File: src/rtl/regdst_pipe.sv
// Destination-register select with a DEPTH-stage {dest, write-enable} pipe and forwarding lookup.
// Optional macro REGDST_ZERO_SUPPRESS_EN: writes to register 0 never occupy a valid slot.
module regdst_pipe #(
   parameter int REG_W    = 5,
   parameter int DEPTH    = 2,
   parameter int LINK_REG = 31,
   localparam int FW_W    = $clog2(DEPTH + 1)
) (
   input  logic                   clk,
   input  logic                   reset,
   input  logic [REG_W-1:0]       RtE,
   input  logic [REG_W-1:0]       RdE,
   input  logic [1:0]             RegDstE,
   input  logic                   RegWriteE,
   input  logic [REG_W-1:0]       RsE,
   input  logic                   stall,
   input  logic                   flush,
   output logic [REG_W-1:0]       WriteRegE,
   output logic [DEPTH*REG_W-1:0] WriteRegPipe,
   output logic [DEPTH-1:0]       RegWritePipe,
   output logic [FW_W-1:0]        ForwardAE,
   output logic [FW_W-1:0]        ForwardBE
);

   // Packed so that element k-1 lands at bits [k*REG_W-1:(k-1)*REG_W].
   logic [DEPTH-1:0][REG_W-1:0] dest_q, dest_d;
   logic [DEPTH-1:0]            we_q, we_d;
   logic                        we_in;

   always_comb begin
      case (RegDstE)
         2'b01:   WriteRegE = RdE;
         2'b10:   WriteRegE = REG_W'(LINK_REG);
         default: WriteRegE = RtE;
      endcase
   end

`ifdef REGDST_ZERO_SUPPRESS_EN
   assign we_in = RegWriteE && (WriteRegE != '0);
`else
   assign we_in = RegWriteE;
`endif

   always_comb begin
      dest_d = dest_q;
      we_d   = we_q;
      if (flush) begin
         dest_d[0] = '0;
         we_d[0]   = 1'b0;
      end else if (!stall) begin
         dest_d[0] = WriteRegE;
         we_d[0]   = we_in;
      end
      if (!stall) begin
         for (int unsigned k = 1; k < DEPTH; k++) begin
            dest_d[k] = dest_q[k-1];
            we_d[k]   = we_q[k-1];
         end
      end
   end

   always_ff @(posedge clk) begin
      if (reset) begin
         dest_q <= '0;
         we_q   <= '0;
      end else begin
         dest_q <= dest_d;
         we_q   <= we_d;
      end
   end

   // Youngest matching stage wins, so only the first hit is kept.
   always_comb begin
      logic hit_a, hit_b;
      ForwardAE = '0;
      ForwardBE = '0;
      hit_a     = 1'b0;
      hit_b     = 1'b0;
      for (int unsigned k = 0; k < DEPTH; k++) begin
         if (!hit_a && we_q[k] && (RsE != '0) && (dest_q[k] == RsE)) begin
            ForwardAE = FW_W'(k + 1);
            hit_a     = 1'b1;
         end
         if (!hit_b && we_q[k] && (RtE != '0) && (dest_q[k] == RtE)) begin
            ForwardBE = FW_W'(k + 1);
            hit_b     = 1'b1;
         end
      end
   end

   assign WriteRegPipe = dest_q;
   assign RegWritePipe = we_q;

endmodule
File: config.mk
export PLATFORM = sky130hd
export DESIGN_NAME = regdst_pipe
export DESIGN_NICKNAME = d
export VERILOG_FILES = /design/src/rtl/regdst_pipe.sv
export SDC_FILE = /design/constraint.sdc
export NUM_CORES = 1
export LEC_CHECK = 0
export ABC_CLOCK_PERIOD_IN_PS = 2100
export BUFFER_PORTS_ARGS = -buffer_cell sky130_fd_sc_hd__buf_4
export CORE_MARGIN = 1.5
export CORE_UTILIZATION = 44
export CTS_BUF_LIST = sky130_fd_sc_hd__clkbuf_8 sky130_fd_sc_hd__clkbuf_16
export DETAILED_ROUTE_END_ITERATION = 6
export MAX_ROUTING_LAYER = met4
export PLACE_DENSITY = 0.78
export SKIP_LAST_GASP = 1
export SYNTH_ARGS = -nofsm -noshare
export SYNTH_HDL_FRONTEND = slang
export SYNTH_SLANG_ARGS = --single-unit
export TNS_END_PERCENT = 1
File: constraint.sdc
create_clock -name clk -period 2.1 [get_ports clk]
set_clock_uncertainty 0.15 [all_clocks]
set_input_delay 0.42 -clock clk [delete_from_list [all_inputs] [get_ports clk]]
set_output_delay 0.42 -clock clk [all_outputs]
set_load 0.02 [all_outputs]
# Word level (Yosys, flattened, before mapping)
# Cells that the tools add are included.
dict set report classes {
  n_mux 7
  n_reduce_logical 15
  eq_ne 6
}
# op n
set op_table {}
lappend op_table {{5-bit equality test} 4}
lappend op_table {{1-bit logical AND} 10}
lappend op_table {{5-bit one-hot mux with 2 select lines} 1}
lappend op_table {{5-bit nonzero test} 2}
lappend op_table {{1-bit 2-to-1 mux} 4}
lappend op_table {{2-bit 2-to-1 mux} 2}
lappend op_table {{2-bit by 1-bit equality test with 1-bit output (second input constant)} 1}
lappend op_table {{2-bit equality test (second input constant)} 1}
lappend op_table {{1-bit zero test} 2}
lappend op_table {{2-bit OR reduction} 1}
dict set report totals {
  in_bits 22
  word_cells 32
  ff_bits 12
}

# Depth between registers and ports, before layout
# Gate-level depths: netlist of run 1.
dict set report depth {
  word_depth 9
  ltp_mapped 6
  depth_no_buf 6
}

# Least setup slack after synthesis of run 1
# Ideal clock, no wire load.
dict set report synth_timing {
  path_type {input to output}
  from {input port RsE[1]}
  to {output port ForwardAE[1]}
  stages 4
  arrival_ns 1.663
  n_path_buf 0
  slack_ns -0.133
  cell_sequence {or4_4 -> nor2_4 -> nor4_2 -> nor4_2}
}
dict set report synth_via {
  elab_chain_len 9
  elab_cells_between_ends 11
  cone_classes {eq/ne (2); mux (2); reduce/logical (7)}
}
# element line
set synth_rtl {}
lappend synth_rtl {{start, declared} 15} ;# input logic [REG_W-1:0] RsE,
lappend synth_rtl {{5-bit nonzero test} 80} ;# if (!hit_a && we_q[k] && (RsE != '0) && (dest_q[k] == RsE)) begin
lappend synth_rtl {{1-bit logical AND (2 in a row)} 80}
lappend synth_rtl {{1-bit 2-to-1 mux} 80}
lappend synth_rtl {{1-bit zero test} 80}
lappend synth_rtl {{1-bit logical AND (2 in a row)} 80}
lappend synth_rtl {{1-bit logical AND *} 80}
lappend synth_rtl {{2-bit 2-to-1 mux *} 80}
lappend synth_rtl {{end, declared} 21} ;# output logic [FW_W-1:0] ForwardAE,
# Mark *: on every way between the ends. The rest lies on a longest branch, timed or not.

# Worst setup path after layout of run 1
dict set report layout_timing {
  from {input port RtE[1]}
  to {output port ForwardBE[1]}
}
dict set report layout_via {
  elab_chain_len 9
  elab_cells_between_ends 11
  cone_classes {eq/ne (2); mux (2); reduce/logical (7)}
}
# element line
set layout_rtl {}
lappend layout_rtl {{start, declared} 11} ;# input logic [REG_W-1:0] RtE,
lappend layout_rtl {{5-bit nonzero test} 84} ;# if (!hit_b && we_q[k] && (RtE != '0) && (dest_q[k] == RtE)) begin
lappend layout_rtl {{1-bit logical AND (2 in a row)} 84}
lappend layout_rtl {{1-bit 2-to-1 mux} 84}
lappend layout_rtl {{1-bit zero test} 84}
lappend layout_rtl {{1-bit logical AND (2 in a row)} 84}
lappend layout_rtl {{1-bit logical AND *} 84}
lappend layout_rtl {{2-bit 2-to-1 mux *} 84}
lappend layout_rtl {{end, declared} 22} ;# output logic [FW_W-1:0] ForwardBE
# Marked as above.

==> results of run 1 <==
flip-flops by register name, indices dropped and copies added, names as in the netlist:
signal,flops
RegWritePipe,2
WriteRegPipe,10
cells by family after synthesis:
| kind of cell | Yosys count |
|---|---|
| flops | 12 |
| xor+xnor | 20 |
| buf+inv | 9 |
| fa+ha+maj | 2 |
| compound gates | 15 |
| simple gates | 29 |
| mux | 7 |
layout make-up:
cell class / instances / area (sq um)
clock buffers: 4 / 55.05
fillers: 152 / 422.9
inverters: 7 / 26.28
multi-input cells: 73 / 571.8
flip-flops and latches: 12 / 240.2
well taps: 25 / 31.28
repair buffers: 53 / 397.9
report_power, final:
part           switching, mW  internal, mW
clock network         0.0848         0.166
registers             0.0124         0.235
logic                 0.0964         0.100
cells in the mapped netlist:
cell and instances:
xnor2_1 16, xor2_1 4, ha_1 2, a2bb2o_1 1
inv_1 7, mux2i_1 7, or4_4 2, nor4_2 4
nand2_1 7, nand4_1 4, nor2_4 2, dfxtp_1 12
or2_2 2, buf_2 1, a21oi_1 10, clkbuf_1 1
o2bb2ai_1 4, nor2_1 8
layer usage:
| layer | vias up | GRT usage | routed length, um |
|---|---|---|---|
| met3 | 2 | 0.03529 | 114 |
| li1 | 434 | - | - |
| met4 | 0 | 0.08571 | 18 |
| met5 | - | - | 0 |
| met1 | 412 | 0.2844 | 938 |
| met2 | 30 | 0.4139 | 1180 |
metrics by stage:
| stage | utilization | worst slack [ps] |
|---|---|---|
| floorplan | - | -54.73 |
| global placement | 0.7262 | -144.1 |
| detailed placement | 0.7262 | -151.7 |
| CTS | 0.7577 | -152.9 |
| global route | 0.7577 | -203.1 |
| finish | 0.7577 | -148.8 |
worst paths after layout:
| path | start | slack, ps | end |
|---|---|---|---|
| hold reg to reg | RegWritePipe[1] | 410 | RegWritePipe[1] |
| setup / recovery | RtE[1] | -150 | ForwardBE[1] |
| hold / removal | reset | 250 | RegWritePipe[1] |
| setup reg to reg | WriteRegPipe[4] | 1110 | WriteRegPipe[4] |
==> impl_metrics.csv, run 1 <==
group,metric,value,unit
synth,syn-num-nets,118,
power_and_ir_drop,p_per_area,525.2,mW/mm^2
routing,drt_first_iter_violations,7,
synth,syn_area_per_cell,8.825,sq um
placement,place_area,0.001267,sq mm
clock_network,post_cts_resized,0,
setup_path,reg2regPathDepth,2,
synth,synth_cell_types,18,
timing,period_minus_slack,2249,ps
run,max_cap_viol_count,0,
synth,ys_seq_area_frac,0.2896,
clock_network,post-cts-setup-buffers,0,
power_and_ir_drop,total_power,694.5,uW
timing,max_freq,0.4447,GHz
grt,grt_usage,0.2417,
timing,finalHoldViolCount,0,
grt,grt_remaining_overflow,0,
clock_network,h-tree-depth,1,
setup_path,cp.required,1530,ps
grt,grt_pass1_wl,3560,um
setup_path,critical_path_depth,6,
final_layout,layout_commonest_cell,"buf_4",
setup_path,worstPathCellList,"buf_4, or4_4, nor2_4, nor4_2, nor4_4, buf_4",
clock_network,clk_pin_slew,50,ps
routing,routed_wl,2251,um
grt,grt_start_max_net_pins,14,
clock_network,cts_hold_buffers,0,
outcome,status,"finished with violations",
routing,avgViaCountPerCell,5.046,
timing,grt_setup_unrepaired,"true",
final_layout,area_growth,59.43,%
final_layout,final_cell_mix,"buf_4 (53), xnor2_1 (16), dfxtp_1 (12)",
synth,synth_top_area_frac,0.2896,
synth,yosysWarningCount,0,
final_layout,diodes,0,
timing,holdWs,248.7,ps
routing,firstDrtPassIters,4,
floorplanning,num_io_pins,43,
grt,grt_pass1_vias,822,
hold_path,hold_depth,2,
setup_path,crit_buf_inv,2,
clock_network,cts_buffers,3,
clock_network,cts_buffer_depth,2,
clock_network,cts_tree,"yes",
placement,io_buffers,42,
routing,drc,0,
synth,syn-instance-count,94,
setup_path,path_class,"input port to output pin",
timing,setup_ws,-148.8,ps
floorplanning,die_x,46.42,um
setup_path,cp-start-kind,"input port",
placement,gp_congestion,0.7583,
floorplanning,initial_core_util,0.4753,
synth,synth_top_family_by_area,"simple AND/OR/NAND/NOR gates",
setup_path,crit_fanout,2,
routing,ant_nets,0,
synth,yosys-mux-area-fraction,0.08446,
synth,ys_seq_elements,12,
timing,tightest_slew,413.8,ps
clock_network,clkLatencyLatePin,240,ps
floorplanning,design.core.area,0.001745,sq mm
synth,synth.area.top_cells,"dfxtp_1 (29%), xnor2_1 (17%), mux2i_1 (8.4%), a21oi_1 (6.0%), nor4_2 (6.0%)",
setup_path,cp_top_family,"simple AND/OR/NAND/NOR gates",
setup_path,end_kind,"output pin",
routing,vias,878,
synth,synth-compound-area-share,0.1146,
setup_path,cpMaxStageDelayCell,"or4_4",
synth,synth-simple-area-share,0.2278,
setup_path,max_stage_delay,540,ps
timing,setup_viol,3,
routing,wl_per_cell,12.94,um
floorplanning,row_count,15,
outcome,violations,"negative setup slack",
placement,placed_cells,170,
timing,relSlewSlack,0.7218,
final_layout,stdcell_area,0.001323,sq mm
synth,yosys.area.top_type,"dfxtp_1",
power_and_ir_drop,ir_worst_vdd,0.3689,mV
synth,synth_xor_xnor_area_share,0.2112,
synth,synth_area,829.5,sq um
timing,setup_tns,-283.1,ps
timing,finalMaxSlewViolations,0,
clock_network,cts.sinks,12,
timing,finalCritPeriodShare,1.071,
floorplanning,die_y,46.42,um
final_layout,fin_nets,174,
power_and_ir_drop,p_leak,0.5992,nW
floorplanning,die_area,0.002155,sq mm
final_layout,drive_gt1_frac,0.4497,
clock_network,root_buffer,"clkbuf_8",
grt,antenna_found_initial,0,
setup_path,crit_arrival,1680,ps
final_layout,final_cells,174,
placement,hpwlAfterDp,1817,um
synth,synth_fa_ha_area_frac,0.03017,
setup_path,cp_common_cell,"buf_4",
hold_path,hold_path.class,"input port to flip-flop",
Note: power is estimated with default switching activity, not from simulation.
==> inputs of run 2 (changes only) <==
- CAP_MARGIN: not set -> 20
- PLACE_DENSITY: 0.78 -> 0.76
==> impl_metrics.csv, run 2 (same netlist as run 1, synthesis figures left out) <==
group,metric,value,unit
final_layout,layout_commonest_cell,"buf_4",
hold_path,hp-start,"reset",
hold_path,hold_path.class,"input port to flip-flop",
floorplanning,die_area,0.002155,sq mm
setup_path,cp-startpoint,"RtE[1]",
timing,grt_setup_unrepaired,"true",
power_and_ir_drop,combPwrFrac,0.302,
setup_path,worstPathCellList,"buf_4, or4_4, nor2_4, nor4_2, nor4_4, buf_4",
final_layout,drive_gt1_frac,0.4459,
timing,finalHoldViolCount,0,
setup_path,cpMaxStageDelayCell,"or4_4",
setup_path,r2r-start,"WriteRegPipe[4]",
grt,grt_start_max_net_pins,14,
setup_path,r2r_end,"WriteRegPipe[4]",
routing,drt_first_iter_violations,9,
timing,period_minus_slack,2261,ps
routing,routed_wl,2176,um
grt,gr-usage-met3,0.03529,
grt,grt_pass1_wl,3615,um
final_layout,largest_reg_flops,10,
hold_path,hold_depth,2,
setup_path,reg2regPathDepth,2,
timing,setup_ws,-161.0,ps
power_and_ir_drop,ir_worst_vdd,0.3411,mV
run,max_cap_viol_count,0,
routing,vias,844,
routing,avgViaCountPerCell,4.879,
final_layout,final_cell_mix,"buf_4 (53), xnor2_1 (16), dfxtp_1 (12)",
timing,relSlewSlack,0.7291,
setup_path,path_class,"input port to output pin",
final_layout,fin_nets,174,
placement,gp_congestion,0.7142,
setup_path,cp-start-kind,"input port",
floorplanning,num_io_pins,43,
placement,hpwlAfterDp,1825,um
placement,io_buffers,42,
grt,antenna_found_initial,0,
power_and_ir_drop,p_leak,0.5920,nW
outcome,violations,"negative setup slack",
floorplanning,die_y,46.42,um
clock_network,clk_pin_slew,50,ps
power_and_ir_drop,p_sw,186.5,uW
timing,finalMaxSlewViolations,0,
setup_path,cp_common_cell,"buf_4",
grt,grt_usage,0.2418,
power_and_ir_drop,p_clk_frac,0.316,
routing,ant_nets,0,
floorplanning,die_x,46.42,um
floorplanning,row_count,15,
final_layout,fillCellCount,138,
timing,max_freq,0.4423,GHz
outcome,status,"finished with violations",
clock_network,h-tree-depth,1,
grt,grt_pass1_vias,892,
setup_path,reg2reg_slack,1130,ps
routing,drc,0,
placement,pre_cts_slack,-174.3,ps
routing,wl_per_cell,12.58,um
placement,place_area,0.001267,sq mm
final_layout,diodes,0,
clock_network,root_buffer,"clkbuf_8",
placement,placed_cells,170,
final_layout,final_cells,173,
timing,setup_viol,3,
clock_network,cts_buffer_depth,2,
hold_path,holdPathEnd,"WriteRegPipe[5]",
power_and_ir_drop,p_seq_frac,0.382,
clock_network,clkLatencyLatePin,240,ps
grt,grt_remaining_overflow,0,
clock_network,cts.sinks,12,
final_layout,area_growth,57.77,%
timing,setup_tns,-232.7,ps
setup_path,end_kind,"output pin",
clock_network,cts_buffers,3,
grt,grt.busiest_layer,"met2",
power_and_ir_drop,swShare,0.2877,
floorplanning,initial_core_util,0.4753,
grt,grtUsageMet2,0.4333,
clock_network,post_cts_resized,0,
timing,finalCritPeriodShare,1.077,
power_and_ir_drop,p_per_area,495.3,mW/mm^2
setup_path,crit_arrival,1690,ps
setup_path,max_stage_delay,530,ps
timing,tightest_slew,403.0,ps
floorplanning,design.core.area,0.001745,sq mm
final_layout,stdcell_area,0.001309,sq mm
power_and_ir_drop,internal-power,461.7,uW
routing,firstDrtPassIters,3,
grt,gr-usage-met1,0.2606,
setup_path,cp.required,1530,ps
clock_network,cts_tree,"yes",
setup_path,crit_fanout,2,
## run 2: changes by cell type in the layout (fill, tap and decap cells not counted)
cell      before  now
clkbuf_8       4    3
## run 2: layer usage
metal	wire, um	part of all wire
met3	97	0.045
met4	35	0.016
met1	888	0.41
met5	0	0
met2	1155	0.53
## run 2: worst max path at each step
stage	endpoint	cells after the start
floorplan	ForwardBE[1]	4
global placement	ForwardBE[1]	6
detailed placement	ForwardBE[1]	6
CTS	ForwardBE[1]	6
global route	ForwardBE[1]	6
finish	ForwardBE[1]	6
## run 2: critical path: cells and delay by family
family                 cells  cell delay (ps)
and+or+nand+nor            4              970
buffers and inverters      2              290
## run 2: power by group through the flow
| stage | registers [mW] | logic, mW | clock network, mW |
|---|---|---|---|
| final | 0.247 | 0.196 | 0.205 |
| after CTS | 0.247 | 0.198 | 0.210 |
| after global routing | 0.248 | 0.213 | 0.216 |
| after floorplan | 0.258 | 0.0905 | 0 |
| after global placement | 0.252 | 0.193 | 0 |
| after detailed placement | 0.252 | 0.197 | 0 |
## run 2: metrics by stage
step	hold slack (ps)	power (mW)	util
final	245.4	0.6482	0.7498
after CTS	243.0	0.6550	0.7498
after floorplan	342.4	0.3485	-
after detailed placement	394.9	0.4486	0.7262
after global placement	392.7	0.4451	0.7262
after global routing	251.8	0.6779	0.7498
## run 2: what timing repair did
action,4_1_cts,5_1_grt
hold buffers,0,0
setup endpoints to repair,4,9
endpoints found under the hold margin,0,0
pin swaps,0,0
setup buffers,0,0
## run 2: layout make-up
class	count	area, sq um	area share
multi-input combinational	73	571.8	0.4369
timing repair buffer	53	397.9	0.3040
sequential	12	240.2	0.1836
clock buffer	3	41.29	0.03155
tap	25	31.28	0.02390
inverter	7	26.28	0.02008
==> inputs of run 3 (changes only) <==
- ABC_AREA: not set -> 1
- CORE_MARGIN: 1.5 -> 4
- CORE_UTILIZATION: 44 -> 46
==> impl_metrics.csv, run 3 <==
group,metric,value,unit
routing,avgViaCountPerCell,4.839,
synth,synth_cell_types,20,
hold_path,hold_path.class,"input port to flip-flop",
final_layout,largest_reg_flops,10,
outcome,status,"finished, final reports clean",
timing,setup_viol,0,
clock_network,post-cts-setup-buffers,0,
power_and_ir_drop,p_seq_frac,0.340,
routing,vias,1200,
timing,tightest_slew,298.6,ps
final_layout,drive_gt1_frac,0.3303,
final_layout,layout_commonest_cell,"nand2_1",
power_and_ir_drop,ir_worst_vdd,0.5407,mV
placement,placed_cells,244,
timing,finalCritPeriodShare,0.9698,
routing,wl_per_cell,11.33,um
floorplanning,num_io_pins,43,
synth,synthArstFlopShare,0,
timing,grt_setup_unrepaired,"false",
synth,synth.area.top_cells,"nand2_1 (26%), dfxtp_1 (25%), nor2_1 (8.9%), inv_1 (8.1%), o21ai_0 (6.7%)",
synth,yosysWarningCount,0,
power_and_ir_drop,p_leak,0.7380,nW
synth,syn-instance-count,177,
floorplanning,row_count,16,
final_layout,diodes,0,
final_layout,stdcell_area,0.001400,sq mm
clock_network,clkLatencyLatePin,240,ps
synth,syn-num-nets,201,
routing,drc,0,
clock_network,cts_buffers,3,
setup_path,cp.required,1530,ps
clock_network,cts_buffer_depth,2,
power_and_ir_drop,p_sw,244.8,uW
synth,synth_common_cells,"nand2_1 (66), nor2_1 (23), inv_1 (21)",
power_and_ir_drop,combPwrFrac,0.320,
placement,gp_congestion,0.8348,
timing,finalMaxSlewViolations,0,
routing,firstDrtPassIters,4,
synth,yosys.area.top_type,"nand2_1",
synth,synth_edf_count,0,
setup_path,crit_arrival,1470,ps
final_layout,final_cell_mix,"nand2_1 (62), buf_4 (42), nor2_1 (23)",
run,max_cap_viol_count,0,
synth,synth_top_area_frac,0.2558,
clock_network,h-tree-depth,1,
setup_path,end_kind,"output pin",
synth,syn_area_per_cell,5.471,sq um
setup_path,r2r-start,"WriteRegPipe[0]",
timing,relSlewSlack,0.8007,
synth,synthFlopType,"dfxtp_1",
timing,period_minus_slack,2037,ps
clock_network,clk_pin_slew,50,ps
synth,synth_area,968.4,sq um
grt,grt_remaining_overflow,0,
clock_network,cts.sinks,12,
routing,drt_first_iter_violations,18,
placement,io_buffers,42,
clock_network,root_buffer,"clkbuf_8",
power_and_ir_drop,p_per_area,536.5,mW/mm^2
final_layout,final_cells,248,
setup_path,path_class,"input port to output pin",
floorplanning,initial_core_util,0.4886,
power_and_ir_drop,p_clk_frac,0.340,
placement,hpwlAfterDp,2279,um
grt,grt_usage,0.2277,
timing,max_freq,0.4910,GHz
placement,place_area,0.001308,sq mm
final_layout,utilization,0.7064,
floorplanning,die_x,53.89,um
grt,antenna_found_initial,0,
hold_path,hp-start,"reset",
setup_path,cp-start-kind,"input port",
synth,ys_seq_area_frac,0.2481,
grt,grt_pass1_vias,1097,
routing,ant_nets,0,
final_layout,area_growth,44.57,%
power_and_ir_drop,internal-power,506.4,uW
floorplanning,design.core.area,0.001982,sq mm
grt,grt_start_max_net_pins,14,
setup_path,reg2reg_slack,1120,ps
floorplanning,die_y,53.89,um
floorplanning,die_area,0.002904,sq mm
timing,setup_tns,0,ps
grt,grt_pass1_wl,4643,um
timing,finalHoldViolCount,0,
final_layout,fin_nets,246,
synth,yosysMostFrequentCell,"nand2_1",
setup_path,cp-startpoint,"RegDstE[0]",
power_and_ir_drop,swShare,0.3258,
synth,ys_seq_elements,12,
setup_path,crit_fanout,5,
routing,routed_wl,2810,um
clock_network,cts_tree,"yes",
run 3: cell types whose count changed in the layout (fill, tap and decap cells not counted), moves of 5 or more:
cell and delta:
a211oi_1 +5, buf_4 -11, inv_1 +13, inv_2 +10, mux2i_1 -7, nand2_1 +55
nand2_2 +6, nor2_1 +15, nor2_2 +5, o21ai_0 +9, xnor2_1 -16
run 3: power groups by stage:
stage	combinational [mW]	clock, mW	sequential [mW]
2_1_floorplan	0.115	0	0.271
3_3_place_gp	0.220	0	0.259
3_5_place_dp	0.225	0	0.260
4_1_cts	0.227	0.256	0.256
5_1_grt	0.267	0.269	0.258
6_report	0.240	0.255	0.256
run 3: final cells by class:
type	count	area (sq um)
fillers	179	581.8
clock buffers	4	55.05
multi-input cells	132	639.4
flip-flops and latches	12	240.2
inverters	31	116.4
well taps	27	33.78
repair buffers	42	315.3
run 3: worst paths after layout:
path,endpoint,cells past startpoint
worst max-delay path,WriteRegE[1],9
worst min-delay path,RegWritePipe[1],2
worst max register to register,WriteRegPipe[0],2
worst min register to register,RegWritePipe[1],2
run 3: metal layers:
layer  vias up  GRT usage  share of wire
met5         -          -              0
li1        629          -              -
met1       528     0.2604           0.42
met3         5    0.02493          0.059
met2        38     0.3871           0.50
met4         0     0.1191          0.021
run 3: critical path, stage by stage:
cell,delay (ps)
buf_4,120
inv_2,50
ha_4,190
or2_1,210
inv_2,110
nand2_1,60
o21ai_1,90
inv_1,60
buf_4,150
run 3: cells by family after synthesis:
family          synth area share
simple gates              0.4367
fa+ha+maj                0.02584
xor+xnor                0.009046
buf+inv                   0.1305
flops                     0.2481
compound gates            0.1499
run 3: through the flow:
stage               hold slack (ps)  setup slack (ps)  power, mW
finish                        245.4             63.39     0.7512
global route                  260.7             15.25     0.7945
CTS                           247.6             2.298     0.7386
detailed placement            373.6             10.80     0.4853
global placement              362.6             44.64     0.4799
floorplan                     339.1             252.0     0.3859
run 3: timing repair:
item | CTS | global route
hold buffers | 0 | 0
gates resized for setup | 1 | 13
pin swaps | 0 | 1
setup endpoints to repair | 1 | 5
hold endpoints to repair | 0 | 0
cloned | 0 | 0
